## config.mk

```make
export PLATFORM = sky130hd
export DESIGN_NAME = sevenseg_scan_driver
export DESIGN_NICKNAME = d
export VERILOG_FILES = /design/src/rtl/sevenseg_scan_driver.sv
export SDC_FILE = /design/constraint.sdc
export NUM_CORES = 1
export LEC_CHECK = 0
export ABC_CLOCK_PERIOD_IN_PS = 2000
export BUFFER_PORTS_ARGS = -buffer_cell sky130_fd_sc_hd__buf_2
export CAP_MARGIN = 5
export CORE_UTILIZATION = 35
export DETAILED_ROUTE_END_ITERATION = 8
export SLEW_MARGIN = 20
export SYNTH_ARGS = -nofsm -noshare
export SYNTH_HDL_FRONTEND = slang
export SYNTH_SLANG_ARGS = --single-unit
```

## constraint.sdc

```tcl
create_clock -name clk -period 2 [get_ports clk]
set_input_delay 0.4 -clock clk [delete_from_list [all_inputs] [get_ports clk]]
set_output_delay 0.4 -clock clk [all_outputs]
set_load 0.02 [all_outputs]
```

## src/rtl/sevenseg_scan_driver.sv

```systemverilog
// Time-multiplexed driver for a 4-digit common-anode seven-segment display.
// Define SEVSEG_LZB_EN to blank a leading zero on digit 3.
module sevenseg_scan_driver #(
  parameter int REFRESH_DIV  = 50000,
  parameter int BLANK_CYCLES = 500,
  parameter int BLINK_DIV    = 25000000
) (
  input  logic       clk,
  input  logic       reset,
  input  logic [3:0] num0,
  input  logic [3:0] num1,
  input  logic [3:0] num2,
  input  logic [3:0] num3,
  input  logic [3:0] blink_mask,
  input  logic [3:0] dp_sel,
  output logic [3:0] an,
  output logic [6:0] seg,
  output logic       dp
);

  localparam int REFRESH_W = (REFRESH_DIV > 2) ? $clog2(REFRESH_DIV) : 1;
  localparam int BLINK_W   = (BLINK_DIV > 2) ? $clog2(BLINK_DIV) : 1;
  localparam logic [REFRESH_W-1:0] REFRESH_TC = REFRESH_W'(REFRESH_DIV - 1);
  localparam logic [BLINK_W-1:0]   BLINK_TC   = BLINK_W'(BLINK_DIV - 1);
  localparam logic [REFRESH_W:0]   BLANK_LIM  = (REFRESH_W + 1)'(BLANK_CYCLES);

  if (REFRESH_DIV < 2) begin : g_bad_refresh
    $error("sevenseg_scan_driver: REFRESH_DIV must be >= 2");
  end
  if (BLANK_CYCLES < 0 || BLANK_CYCLES >= REFRESH_DIV) begin : g_bad_blank
    $error("sevenseg_scan_driver: BLANK_CYCLES must be in [0, REFRESH_DIV)");
  end
  if (BLINK_DIV < 1) begin : g_bad_blink
    $error("sevenseg_scan_driver: BLINK_DIV must be >= 1");
  end

  logic [REFRESH_W-1:0] refresh_cnt;
  logic [1:0]           digit_idx;
  logic [BLINK_W-1:0]   blink_cnt;
  logic                 blink_phase;
  logic [3:0][3:0]      snap_num;
  logic [3:0]           snap_blink;
  logic [3:0]           snap_dp;

  logic       refresh_tc;
  logic       blink_tc;
  logic [3:0] cur_digit;
  logic       suppress;
  logic       blank_lzb;
  logic [3:0] an_d;
  logic [6:0] seg_d;
  logic       dp_d;

  function automatic logic [6:0] decode(input logic [3:0] d);
    case (d)
      4'd0:    decode = 7'b1000000;
      4'd1:    decode = 7'b1111001;
      4'd2:    decode = 7'b0100100;
      4'd3:    decode = 7'b0110000;
      4'd4:    decode = 7'b0011001;
      4'd5:    decode = 7'b0010010;
      4'd6:    decode = 7'b0000010;
      4'd7:    decode = 7'b1111000;
      4'd8:    decode = 7'b0000000;
      4'd9:    decode = 7'b0010000;
      default: decode = 7'h7F;
    endcase
  endfunction

  assign refresh_tc = (refresh_cnt == REFRESH_TC);
  assign blink_tc   = (blink_cnt == BLINK_TC);

  // Inputs are captured only at the frame boundary so a frame never mixes old and new digits.
  always_ff @(posedge clk) begin
    if (reset) begin
      refresh_cnt <= '0;
      digit_idx   <= 2'd0;
      blink_cnt   <= '0;
      blink_phase <= 1'b1;
      snap_num    <= '0;
      snap_blink  <= 4'h0;
      snap_dp     <= 4'h0;
    end else begin
      refresh_cnt <= refresh_tc ? '0 : refresh_cnt + REFRESH_W'(1);
      if (refresh_tc) begin
        digit_idx <= digit_idx + 2'd1;
      end
      if (refresh_tc && digit_idx == 2'd3) begin
        snap_num   <= {num3, num2, num1, num0};
        snap_blink <= blink_mask;
        snap_dp    <= dp_sel;
      end
      blink_cnt <= blink_tc ? '0 : blink_cnt + BLINK_W'(1);
      if (blink_tc) begin
        blink_phase <= ~blink_phase;
      end
    end
  end

  always_comb begin
    cur_digit = snap_num[digit_idx];
    suppress  = snap_blink[digit_idx] && !blink_phase;
    blank_lzb = 1'b0;
`ifdef SEVSEG_LZB_EN
    blank_lzb = (digit_idx == 2'd3) && (snap_num[3] == 4'd0);
`endif
    an_d  = ({1'b0, refresh_cnt} < BLANK_LIM) ? 4'hF : ~(4'b0001 << digit_idx);
    seg_d = (suppress || blank_lzb) ? 7'h7F : decode(cur_digit);
    dp_d  = ~(snap_dp[digit_idx] && !suppress);
  end

  always_ff @(posedge clk) begin
    if (reset) begin
      an  <= 4'hF;
      seg <= 7'h7F;
      dp  <= 1'b1;
    end else begin
      an  <= an_d;
      seg <= seg_d;
      dp  <= dp_d;
    end
  end

endmodule

```

==> run metrics <==
CP top delay family simple AND/OR/NAND/NOR gates; row count 36; Final Hold Vio Count 0; clk root buf clkbuf_8; TritonCTS clock tree done; Critical Path AT 2180 ps; commonest non-fill, non-tap cells in the layout dfxtp_1 (79), a21oi_1 (41), o21ai_0 (38), buf_2 (37), nand3_1 (35); Top FF cell, synth dfxtp_1; Clock Sink Count 80; H-tree depth 3; Period Utilization, post-route 95.0%; placer congestion estimate 0.778; Top Usage Layer GRT met2; crit end category flip-flop; vias post-DR 2932; IO Port Bufs 37; dpl cell area 3950 sq um; DR iter-0 viols 147; drt first pass iters 4; Async SR Flop Fraction 0%; post-route minimum period 1900 ps; gr usage total 15.3%; Unique masters post-synth 37; Nets 481; placed insts 566; worst hold path class input port to flip-flop; Clock Pin Slew Worst Setup and Hold Paths 80 ps; first-pass GRT wire length 12600 microns; fin area 4140 sq um; post-route ant nets 0; leading cell type in the layout, fill and taps excluded dfxtp_1; wire per inst 12.7 microns; final setup vio count 0; CP bufs+invs 0; actual slew at the worst max-slew pin 606 ps; Critical Path Slowest Stage Cell or4_4; Post-synth EDFFs 0; CP Cell Sequence nand4_4 -> or4_4 -> or4_1 -> a21oi_1; largest net degree at the start of global routing 27; RSZ-0062 raised after global routing no; die area 10500 sq um; Synth Cell Area 3550 sq um; Ys Warns 0; IO Count 38; initial core utilization 36.3%; diode count 0; met3 Usage GRT 3.66%; Seq cells post-synth 80; VDD IR max 0.393 mV; run status completed; DP HPWL 5180 microns; Final TNS setup 0 ps; critical path's largest stage delay 580 ps; Req. time, crit path 2280 ps; DR DRC count 0; initial antenna violation count 0; Leak Pwr 1.42 nW; GRT overflow 0; Post-Syn Instances 401; Max Cap Viol 0; vias per cell 5.04; Mean Syn Cell Area 8.84 sq um; Startpoint Class flip-flop; register area share after synthesis 45.2%; Die Wd 103 microns; die height 103 microns; Max Transition Viols Final 0; CP Max Fanout 11; clock skew 6.60 ps; Post-Layout Cell Count 582; Clock Tree Buf Depth 2; pwr dens 675 nW/um^2; met2 usage 23.6%; vias in the first global route 2713; Peak Freq 0.526 GHz; final wirelength 7400 microns; M1 GR Usage 20.9%; worst setup path class flip-flop to flip-flop; Area Overhead vs Synth 16.8%; clk_lat worst skew 340 ps; syn nets 438; Core ar. 9770 sq um; Num CTS Buffers 9; layout cells sized above 1 18.7%; Slew headroom 59.5%
==> worst min-delay path, delay by kind of cell <==
family | cells | cell delay, ps
buf+inv | 1 | 90
compound gates | 1 | 60
simple gates | 1 | 50
==> where the power goes <==
part / total [mW] / switching (mW) / internal [mW]
clock: 1.08 / 0.566 / 0.514
sequential: 1.62 / 0.00994 / 1.61
combinational: 0.0980 / 0.0554 / 0.0426
==> per-layer routing <==
metal,vias up,part of all wire (%)
li1,1512,-
met1,1364,48
met2,46,46
met3,10,3.9
met4,0,1.4
met5,-,0
==> synthesized netlist by cell type, types with 2 or more instances <==
library cell / number / share of area (%)
and4_1: 3 / 0.74
ha_1: 11 / 3.9
nor2_1: 31 / 3.3
o31ai_1: 8 / 1.7
dfxtp_1: 80 / 45
o21ai_0: 38 / 5.4
inv_1: 15 / 1.6
nor4_1: 4 / 0.71
nand2b_1: 2 / 0.35
mux4_2: 6 / 3.8
o21a_1: 2 / 0.42
buf_2: 4 / 0.56
nand2_1: 21 / 2.2
and3_1: 4 / 0.71
or3_1: 9 / 1.6
xor2_1: 8 / 2.0
xnor2_1: 17 / 4.2
clkbuf_1: 20 / 2.1
and2_1: 3 / 0.53
nand4_1: 10 / 1.8
nor3_1: 7 / 0.99
or4_1: 8 / 1.7
nand3_1: 35 / 4.9
a21oi_1: 41 / 5.8
nor4bb_1: 2 / 0.56
==> layout make-up <==
| type | count | area (sq um) |
|---|---|---|
| clock buffers | 11 | 151 |
| clock inverters | 5 | 31.3 |
| fillers | 989 | 5630 |
| inverters | 15 | 56.3 |
| multi-input cells | 281 | 1790 |
| flip-flops and latches | 80 | 1600 |
| well taps | 133 | 166 |
| repair buffers | 57 | 348 |
==> worst paths after layout <==
path / slack, ps / cells after the start / start / to
worst max-delay path: 100 / 4 / blink_cnt[4]$_SDFF_PP0_ / blink_cnt[21]$_SDFF_PP0_
worst min-delay path: 300 / 3 / num2[2] / snap_num[10]$_SDFFE_PP0P_
worst max register to register: 100 / 4 / blink_cnt[4]$_SDFF_PP0_ / blink_cnt[21]$_SDFF_PP0_
worst min register to register: 480 / 2 / snap_blink[1]$_SDFFE_PP0P_ / snap_blink[1]$_SDFFE_PP0P_
==> per-stage QoR <==
step	hold WS [ps]	worst slack, ps	util [%]	total power [mW]
finish	300	99.9	42.4	2.80
global route	290	11.3	42.4	2.93
CTS	287	92.9	42.4	2.83
detailed placement	462	4.48	40.5	1.76
global placement	445	37.9	40.5	1.75
floorplan	429	80.6	-	1.70
==> flip-flops by register name (all words and copies together), names as in the netlist <==
name,flops
refresh_cnt,16
dp,1
snap_num,16
snap_blink,4
digit_idx,2
blink_cnt,25
snap_dp,4
seg,7
blink_phase,1
an,4
==> timing repair <==
action                                  in CTS  in global routing
gates resized for setup                      1                  1
hold buffers                                 0                  0
buffers inserted                             0                  0
endpoints found under the setup margin       1                  2
pin swaps                                    0                  1
==> kinds of logic after synthesis <==
group,share of synthesized area (%)
AND/OR/NAND/NOR,22.0
AO/OA/AOI/OAI,14.1
adder cells (fa/ha/maj),3.88
XOR/XNOR,6.18
buffers and inverters,4.59
flip-flops,45.2
multiplexers,4.09
(Power assumes the default switching activity.)
